===== config.mk =====
export PLATFORM = sky130hd
export DESIGN_NAME = cmp_window_stats
export DESIGN_NICKNAME = d
export VERILOG_FILES = /design/src/rtl/cmp_pkg.sv /design/src/rtl/sat_counter.sv /design/src/rtl/cmp_window_stats.sv
export SDC_FILE = /design/constraint.sdc
export NUM_CORES = 1
export LEC_CHECK = 0
export ABC_AREA = 1
export CAP_MARGIN = 20
export CORE_MARGIN = 2
export CORE_UTILIZATION = 55
export CTS_CLUSTER_DIAMETER = 30
export DETAILED_ROUTE_END_ITERATION = 8
export PLACE_DENSITY = 0.77
export SYNTH_ARGS = -nofsm -noshare
export SYNTH_HDL_FRONTEND = slang
export SYNTH_SLANG_ARGS = --single-unit

===== constraint.sdc =====
create_clock -name clk -period 3.4 [get_ports clk]
set_clock_uncertainty 0.1 [all_clocks]
set_input_delay 0.51 -clock clk [delete_from_list [all_inputs] [get_ports clk]]
set_output_delay 0.51 -clock clk [all_outputs]
set_load 0.005 [all_outputs]

===== src/rtl/cmp_pkg.sv =====
// Shared definitions for the comparator-verdict window statistics block.
//   state_t  : window FSM states (IDLE, RUN, DONE)
//   GT/LT/EQ : one-hot verdict codes, ordered {greater, lesser, equal}
package cmp_pkg;

  typedef enum logic [1:0] {
    IDLE = 2'd0,
    RUN  = 2'd1,
    DONE = 2'd2
  } state_t;

  localparam logic [2:0] GT = 3'b100;
  localparam logic [2:0] LT = 3'b010;
  localparam logic [2:0] EQ = 3'b001;

endpackage


===== src/rtl/sat_counter.sv =====
// Saturating up-counter.
//   clk    : rising-edge clock
//   rst_n  : asynchronous active-low reset, value -> 0
//   clear  : synchronous clear, wins over inc
//   inc    : increment enable; the count sticks at all-ones
//   value  : registered count
module sat_counter #(
  parameter int WIDTH = 8
) (
  input  logic             clk,
  input  logic             rst_n,
  input  logic             clear,
  input  logic             inc,
  output logic [WIDTH-1:0] value
);

  function automatic logic [WIDTH-1:0] sat_inc(input logic [WIDTH-1:0] v);
    return (&v) ? v : v + 1'b1;
  endfunction

  always_ff @(posedge clk or negedge rst_n) begin
    if (!rst_n) begin
      value <= '0;
    end else if (clear) begin
      value <= '0;
    end else if (inc) begin
      value <= sat_inc(value);
    end
  end

endmodule


===== src/rtl/cmp_window_stats.sv =====
// Collects comparator verdict statistics over a window of WINDOW accepted beats.
//   clk, rst_n          : clock, asynchronous active-low reset
//   start               : begins a window (honoured only in IDLE)
//   in_valid / in_ready : beat handshake; transfer when both high
//   greater/lesser/equal: verdict flags of the beat
//   gt/lt/eq/err_count  : saturating per-verdict and malformed-beat counts
//   max_eq_run          : longest run of consecutive equal beats
//   busy                : high in RUN and DONE
//   done                : one-cycle pulse after the last beat of the window
// Counts hold from DONE until the next accepted start.
module cmp_window_stats
  import cmp_pkg::*;
#(
  parameter int WINDOW = 16,
  parameter int CNT_W  = 8
) (
  input  logic             clk,
  input  logic             rst_n,
  input  logic             start,
  input  logic             in_valid,
  output logic             in_ready,
  input  logic             greater,
  input  logic             lesser,
  input  logic             equal,
  output logic [CNT_W-1:0] gt_count,
  output logic [CNT_W-1:0] lt_count,
  output logic [CNT_W-1:0] eq_count,
  output logic [CNT_W-1:0] err_count,
  output logic [CNT_W-1:0] max_eq_run,
  output logic             busy,
  output logic             done
);

  localparam logic [CNT_W-1:0] LAST_BEAT = CNT_W'(WINDOW - 1);

  state_t           state;
  logic [CNT_W-1:0] beat_idx;
  logic [CNT_W-1:0] cur_run;
  logic [2:0]       verdict;
  logic             accept;
  logic             clr;
  logic             is_gt, is_lt, is_eq, is_err;

  // Peak of the stored maximum and the run length this equal beat produces;
  // the run length itself is saturated first so the peak never wraps either.
  function automatic logic [CNT_W-1:0] run_peak(input logic [CNT_W-1:0] peak,
                                                input logic [CNT_W-1:0] run);
    logic [CNT_W-1:0] next_run;
    next_run = (&run) ? run : run + 1'b1;
    return (next_run > peak) ? next_run : peak;
  endfunction

  assign verdict = {greater, lesser, equal};
  // in_ready is a register that is high exactly in RUN
  assign accept  = in_valid && in_ready;
  assign clr     = (state == IDLE) && start;
  assign is_gt   = accept && (verdict == GT);
  assign is_lt   = accept && (verdict == LT);
  assign is_eq   = accept && (verdict == EQ);
  assign is_err  = accept && (verdict != GT) && (verdict != LT) && (verdict != EQ);

  sat_counter #(.WIDTH(CNT_W)) u_gt (
    .clk(clk), .rst_n(rst_n), .clear(clr), .inc(is_gt), .value(gt_count)
  );
  sat_counter #(.WIDTH(CNT_W)) u_lt (
    .clk(clk), .rst_n(rst_n), .clear(clr), .inc(is_lt), .value(lt_count)
  );
  sat_counter #(.WIDTH(CNT_W)) u_eq (
    .clk(clk), .rst_n(rst_n), .clear(clr), .inc(is_eq), .value(eq_count)
  );
  sat_counter #(.WIDTH(CNT_W)) u_err (
    .clk(clk), .rst_n(rst_n), .clear(clr), .inc(is_err), .value(err_count)
  );
  // Any non-equal accepted beat (error beats included) breaks the run.
  sat_counter #(.WIDTH(CNT_W)) u_run (
    .clk(clk), .rst_n(rst_n), .clear(clr || (accept && !is_eq)), .inc(is_eq),
    .value(cur_run)
  );

  always_ff @(posedge clk or negedge rst_n) begin
    if (!rst_n) begin
      state      <= IDLE;
      in_ready   <= 1'b0;
      busy       <= 1'b0;
      done       <= 1'b0;
      beat_idx   <= '0;
      max_eq_run <= '0;
    end else begin
      done <= 1'b0;
      case (state)
        IDLE: begin
          if (start) begin
            state      <= RUN;
            in_ready   <= 1'b1;
            busy       <= 1'b1;
            beat_idx   <= '0;
            max_eq_run <= '0;
          end
        end
        RUN: begin
          if (accept) begin
            beat_idx <= beat_idx + 1'b1;
            if (is_eq) begin
              max_eq_run <= run_peak(max_eq_run, cur_run);
            end
            if (beat_idx == LAST_BEAT) begin
              state    <= DONE;
              in_ready <= 1'b0;
              done     <= 1'b1;
            end
          end
        end
        DONE: begin
          state <= IDLE;
          busy  <= 1'b0;
        end
        default: begin
          state    <= IDLE;
          in_ready <= 1'b0;
          busy     <= 1'b0;
        end
      endcase
    end
  end

endmodule


# After elaboration in Yosys (flattened, before gate mapping)
# Index checks and enable logic that the tools add are counted.
# totals
ff_bits	61
output_inout_bits	43
elab_cells	104
in_bits	7
# classes
n_reduce_logical	32
n_eq_ne	18
n_lt_le_gt_ge	1
bitwise	2
n_addsub	6
n_mux	34
# op_table
op	n
$mux W8	20
$add A8 B1 Y8 const B	6
$reduce_and A8 Y1	5
$pmux W8 S2	2
$ne A2 B2 Y1 const B	9
$reduce_bool A2 Y1	6
$reduce_and A2 Y1	5
$logic_and A1 B1 Y1	9
$eq A8 B4 Y1 const B	1
$gt A8 B8 Y1	1
$mux W1	6
$mux W2	3
$reduce_and A3 Y1	2
$reduce_and A5 Y1	1
$pmux W2 S2	1
$reduce_and A4 Y1	1
$eq A3 B1 Y1 const B	1
$eq A3 B2 Y1 const B	1
$eq A3 B3 Y1 const B	1
$ne A3 B1 Y1 const B	1
$ne A3 B2 Y1 const B	1
$ne A3 B3 Y1 const B	1
$pmux W1 S3	1
$eq A2 B1 Y1 const B	1
6 further kinds	7

# Longest topological paths before layout
# logic_depth
word_depth	7
depth_mapped	18
mapped_depth_nobuf	18

# By module
# A second synthesis with hierarchy kept.
# hier_totals
cells_unflattened	557
area_unflattened_um2	4002.6
# modules_own_cells
mod	instances	seq_area_each_um2	cells_each	area_per_inst_um2
sat_counter	5	200.2	69	495.5
cmp_window_stats	1	525.5	212	1525.2

# Worst setup path after synthesis
# OpenSTA, ideal clock, no wires.
# synth_timing
path_kind	reg-to-reg
from	register u_run.value[0]
to	register max_eq_run[0]
setup_time_ns	0.117
path_stages_with_launch	18
t_required_ns	3.183
synth_period_minus_slack_ns	2.380
path_buffers	0
slack_ns	1.020
arrival_time_ns	2.163
path_cell_list	dfrtp_1 ha_1 nand2_1 nor2_2 nand2_1 nand3_1 o21ai_0 inv_1 ha_1 nand2_1 nor2_1 nand2_1 nor2_1 nor2_1 nand2_2 nand2_1 nand2_1 nand2_1
# synth_via
elab_chain_cells	6
word_cells_on_any_way	10
classes_between	add/sub (1); order compare (1); eq/ne (1); mux (5); reduce/logical (2)
# synth_lines
element	line_no	rtl
start: declaration	sat_counter.sv:14	output logic [WIDTH-1:0] value
start signal: assignment	sat_counter.sv:27	value <= sat_inc(value);
$add A8 B1 Y8 or $reduce_and A8 Y1 (tied branches)	cmp_window_stats.sv:49	next_run = (&run) ? run : run + 1'b1;
$mux W8 (*)	--	
parallel branches: the longest is 4 deep, another holds $gt A8 B8 Y1	--	
end signal: assignment	cmp_window_stats.sv:104	max_eq_run <= run_peak(max_eq_run, cur_run);
end: declaration	cmp_window_stats.sv:29	output logic [CNT_W-1:0] max_eq_run,
# Every way passes the cells marked *. The select of a mux whose other input is x is not followed.
# A chain may end at the register's enable or synchronous reset.

# Worst setup path after layout
# Same ends and word-level chain as after synthesis.

==> summary.txt <==
Outcome
  • Status: finished clean

Synthesis
  • Synth Area in Compound Gates: under 10%
  • Distinct cells, synth: 34
  • Mapped Nets: 508
  • Register area share after synthesis: a little over two fifths
  • Yosys top cell by area: dfrtp_1
  • Largest family of logic cells by synthesized area: simple AND/OR/NAND/NOR gates
  • Post-synthesis xor/xnor area fraction: approximately 4.6%
  • Register bit total from synthesis: a little over 60
  • Yosys Warn Count: 0
  • Post-synth top area share: a little over two fifths
  • Average instance area after synthesis: approximately 7.5 µm²
  • Simple-Gate Fraction of Synth Area: about a third
  • Synthesized instance count: just under 500
  • Adder-cell share of the synthesized area: under 10%
  • Multiplexer area fraction after synthesis: 0%
  • Largest cells by area after synthesis: dfrtp_1, nand2_1, nand3_1
  • Syn Std Cell Area: between 3000 and 4000 µm²

Floorplan
  • I/O pins: 50
  • Die Y: around 85 µm
  • Die width: approximately 85 µm
  • Core footprint: around 6400 µm²
  • Row count: 29
  • Die Area: 7290 µm²
  • Starting Density: 57.0%

Setup path
  • Worst reg2reg path startpoint: u_run.value[0]$_DFFE_PN0P_
  • R2r endpoint: max_eq_run[0]$_DFFE_PN0P_
  • Maximum fanout along the worst path: 9
  • CP endpoint kind: register
  • Critical Path Start Type: register
  • R2r worst-path depth: 17
  • R2r setup slk: roughly 640 ps
  • WP data required: between 3000 and 4000 ps
  • Critical path class: reg -> reg
  • Crit path DAT: 2900 ps

Routing
  • Post-route ant nets: 0
  • WL per Instance: ~13 µm
  • Detailed Route Iter0 Violations: approximately 180
  • DR vias/cell: roughly 5.4
  • Final Routed Wirelength: just over 8000 µm
  • Drt pass-1 iters: 5
  • Vias: about 3300
  • # DRC: 0

Global routing
  • Initial antenna violation count: 0
  • Total GRT Usage: around a quarter
  • Vias in the first global route: 3282
  • First-pass GRT wire length: 14300 µm
  • Grt total ovfl: 0
  • Largest net degree at the start of global routing: 40

Power and ir drop
  • PwrDens: about 500 nW/µm²
  • Max IR drop VDD: 0.446 mV
  • LEAKAGE: 2.18 nW

Final layout
  • Layout overhead on the synthesized area: 21.1%
  • Nets@finish: approximately 560
  • Fillers: between 500 and 600
  • Post-layout util: between 60% and 70%
  • Diodes inserted: 0
  • Share of cells above drive strength 1: 6.41%

STA
  • Worst relative slew slack: between 60 and 70%
  • Fin. max-slew vios: 0
  • Measured slew at the worst slew-check pin: between 500 and 600 ps
  • Final Hold Fails: 0
  • RSZ-0062 raised after global routing: no
  • Endpoints failing setup: 0
  • Fin crit period: 2760 ps
  • Total negative setup slack: 0 ps
  • Crit share post-route: roughly four fifths
  • Achievable clock frequency: roughly 360 MHz

Placed design
  • Port bufs: slightly below 50
  • DP Wirelength: 5920 µm
  • GP Congestion: 0.945

Clock tree
  • Setup repair bufs after CTS: 0
  • Clk Latency, worst-skew pair: between 300 and 400 ps
  • Clock slew at reported path FFs: 70 ps
  • H-Tree Depth: 3
  • Post_cts resized: 0
  • TritonCTS buffer count: 9
  • TritonCTS Sinks: 61
  • Hold-fix buffers, CTS: 0
  • Clock tree buffer depth: 2
  • Root Buffer: clkbuf_8
  • CTS tree: yes

Run
  • Max_cap viols: 0

Min path
  • Hold Crit Class: in -> async
## sequential cells by signal, indices dropped and copies added, names as in the netlist
signal       cells
in_ready         1
state            2
busy             1
done             1
u_err.value      8
u_lt.value       8
u_eq.value       8
u_run.value      8
beat_idx         8
u_gt.value       8
max_eq_run       8
## cells in the final DEF (no fill, tap or decap), types with 5 or more instances in the layout
cell type,synthesis,routed
a21oi_1,10,10
clkbuf_8,0,10
clkdlybuf4s50_1,0,48
dfrtp_1,61,61
ha_1,14,14
inv_1,63,63
nand2_1,136,136
nand3_1,55,55
nand4_1,10,10
nor2_1,41,41
nor3_1,10,10
o21ai_0,20,20
o22ai_1,6,6
o31ai_1,5,5
xnor2_1,5,5
xor2_1,14,14
## through the flow
step,instance area (µm²),std cells,setup slack [ps],hold WS [ps],power (mW)
3_5_place_dp,4190,607,709,372,1.53
5_1_grt,4410,623,300,51.1,2.40
4_1_cts,4410,623,691,35.0,2.28
3_3_place_gp,4190,607,846,378,1.52
6_report,4410,623,640,26.9,2.26
2_1_floorplan,3640,487,1020,114,1.27
## layer usage
layer,share of wire [%],track usage (%),vias up
met5,0,0,-
met1,47,32.3,1562
met3,4.3,4.28,16
li1,-,-,1676
met4,2.2,11.3,0
met2,47,38.8,81
## cell usage after synthesis
library cell / number
a21o_1: 1
a21oi_1: 10
a31oi_1: 1
and2_1: 1
buf_2: 3
buf_4: 1
buf_6: 2
clkbuf_1: 2
clkinv_1: 1
clkinv_2: 1
dfrtp_1: 61
ha_1: 14
inv_1: 63
inv_2: 2
nand2_1: 136
nand2_2: 4
nand2_4: 1
nand3_1: 55
nand3_4: 1
nand3b_1: 4
nand4_1: 10
nor2_1: 41
nor2_2: 4
nor2_4: 1
nor3_1: 10
nor3_2: 2
o21ai_0: 20
o21ai_1: 3
o21ai_2: 1
o21bai_1: 1
o22ai_1: 6
o31ai_1: 5
xnor2_1: 5
xor2_1: 14
## cell families after synthesis
logic type / Yosys count
xor gates and xnor gates: 19
and+or+nand+nor: 270
adders and majority gates: 14
DFF: 61
buffers and inverters: 75
AOI/OAI and AO/OA: 48
## worst max-delay path by stage
stage,from,endpoint,slack (ps),cells past startpoint
final,u_run.value[0]$_DFFE_PN0P_,max_eq_run[0]$_DFFE_PN0P_,640,17
after global routing,u_run.value[1]$_DFFE_PN0P_,max_eq_run[3]$_DFFE_PN0P_,300,17
after CTS,u_run.value[1]$_DFFE_PN0P_,max_eq_run[0]$_DFFE_PN0P_,690,17
after detailed placement,u_run.value[1]$_DFFE_PN0P_,max_eq_run[0]$_DFFE_PN0P_,710,17
after global placement,u_run.value[0]$_DFFE_PN0P_,max_eq_run[7]$_DFFE_PN0P_,850,17
after floorplan,u_run.value[0]$_DFFE_PN0P_,max_eq_run[0]$_DFFE_PN0P_,1020,17
## power breakdown
part	switching [mW]	internal, mW	leakage [nW]	total (mW)
combinational	0.309	0.263	1.25	0.572
clock	0.305	0.434	0.106	0.739
sequential	0.118	0.833	0.821	0.952
## cell type report
cell class	count	area [µm²]	area share (%)
inverter	67	253	5.73
clock inverter	5	83.8	1.90
tap	77	96.3	2.18
timing repair buffer	51	500	11.3
multi-input combinational	351	1810	41.0
sequential	61	1530	34.6
clock buffer	11	141	3.20
## worst max-delay path, cell delays in order, from the launching register on
cell	delay, ps
dfrtp_1	410
ha_1	230
nand2_1	100
nor2_2	50
nand2_1	230
nand3_1	110
o21ai_0	150
inv_1	80
ha_1	310
nand2_1	50
nor2_1	120
nand2_1	60
nor2_1	90
nor2_1	50
nand2_2	140
nand2_1	200
nand2_1	120
nand2_1	50
(Power assumes the default switching activity.)
==> RTL edit: new RTL, same settings <==
The parameter `CNT_W` goes from 8 to 6.
--- a/src/rtl/cmp_window_stats.sv
+++ b/src/rtl/cmp_window_stats.sv
@@ -14,3 +14,3 @@
   parameter int WINDOW = 16,
-  parameter int CNT_W  = 8
+  parameter int CNT_W  = 6
 ) (
Ports: changed (5 resized); port bits go from 50 to 40. No check against the original RTL was run, so the function may have changed too.
==> RTL edit against the unedited design <==
Cell area is 22% lower. Via count fell by 23%. Combinational power increased by 26%. Sequential cell count is 14 lower. Count of clock-buffer cells in the layout shrank 5. Critical path depth fell by 3. Wire length decreased by 26%. Worst setup slack gained 0.17 ns. Power fell by 16%. Synthesized area down 21%. Sequential power shrank 12%.
==> RTL edit: results (changes against the unedited design) <==
- Routability cong.: 0.936 (-0.91%)
- DP Worst Slack: 0.819 ns (+0.110 ns)
- Largest net degree at the start of global routing: 48 (+20%)
- TritonRoute pass-1 iters: 4 (-1)
- Worst-Skew Late Latency: 0.30 ns (-0.05 ns)
- Reg2Reg Depth: 14 (-3)
- Max Clk Rate: 386 MHz (+6.5%)
- Vias in the first global route: 2,374 (-28%)
- # fillers: 430 (-22%)
- Peak supply drop: 370 µV (-17%)
- GRT Util Overall: 0.220 (-0.0228)
- Sw Pwr: 0.731 mW (-0.22%)
- Detailed Place HPWL: 4440 µm (-25%)
- Register share of total power: 0.437 (+0.016)
- I/O Buffers: 39 (-20%)
- FF-to-FF setup slack: 0.81 ns (+0.17 ns)
- GR Util met3: 0.0474 (+0.00459)
- Status: completed
- Clk power: 0.354 mW (-52%)
- DR vias/cell: 5.20 (-2.9%)
- Compound-Gate Fraction of Synth Area: 0.0558 (-0.0184)
- Sequential share of the synthesized area: 0.410 (-0.00951)
- Rel. slew slack: 0.613 (-0.0375)
- Wire per inst: 12.4 µm (-6.6%)
- Leak: 1.76 nW (-19%)
- Metal-1 WL: 2840 µm (-27%)
- XOR/XNOR Fraction of Synth Area: 0.0305 (-0.0152)
- Library cells used by synthesis: 30 (-12%)
- Layout cell share with drive strength beyond 1: 0.0879 (+0.0238)
- Worst-path clk slew: 0.09 ns (+0.02 ns)
## RTL edit: changes by cell type in the layout (fill, tap and decap cells not counted), moves of 11 or more
| cell | before | now |
|---|---|---|
| nand3_1 | 55 | 36 |
| o21ai_0 | 20 | 9 |
| dfrtp_1 | 61 | 47 |
| nand2_1 | 136 | 118 |
| inv_1 | 63 | 44 |
## RTL edit: layout make-up
type	instances	area (µm²)	share of cell area
clock buffers	6	82.6	0.0241
flip-flops and latches	47	1180	0.343
repair buffers	40	413	0.121
clock inverters	2	16.3	0.00475
multi-input cells	277	1470	0.428
well taps	70	87.6	0.0256
inverters	49	184	0.0537
## RTL edit: cell families (layout without fill, tap and decap cells)
kind of cell               count (synthesis)  in the layout
DFF                                       47             47
AOI/OAI and AO/OA                         29             29
buffers and inverters                     55             97
adders and majority gates                 12             12
and+or+nand+nor                          226            226
xor gates and xnor gates                  10             10
## RTL edit: critical path, stage by stage (launching register included)
cell     delay (ns)
dfrtp_1        0.46
ha_1           0.29
nand3_4        0.13
nor2_4         0.06
o21ai_0        0.40
inv_1          0.09
ha_1           0.30
nand2_1        0.07
nand2_1        0.04
nand2_1        0.06
nand3_1        0.09
nand2_2        0.16
nand2_4        0.09
nand2_1        0.10
nand2_1        0.05
## RTL edit: stage by stage
step | power [mW] | hold WS (ns) | area [µm²] | std cells
3_3_place_gp | 1.54 | 0.375 | 3300 | 482
4_1_cts | 1.93 | 0.323 | 3400 | 490
5_1_grt | 2.08 | 0.131 | 3430 | 491
2_1_floorplan | 1.26 | 0.114 | 2870 | 379
3_5_place_dp | 1.56 | 0.380 | 3300 | 482
6_report | 1.91 | 0.101 | 3430 | 491
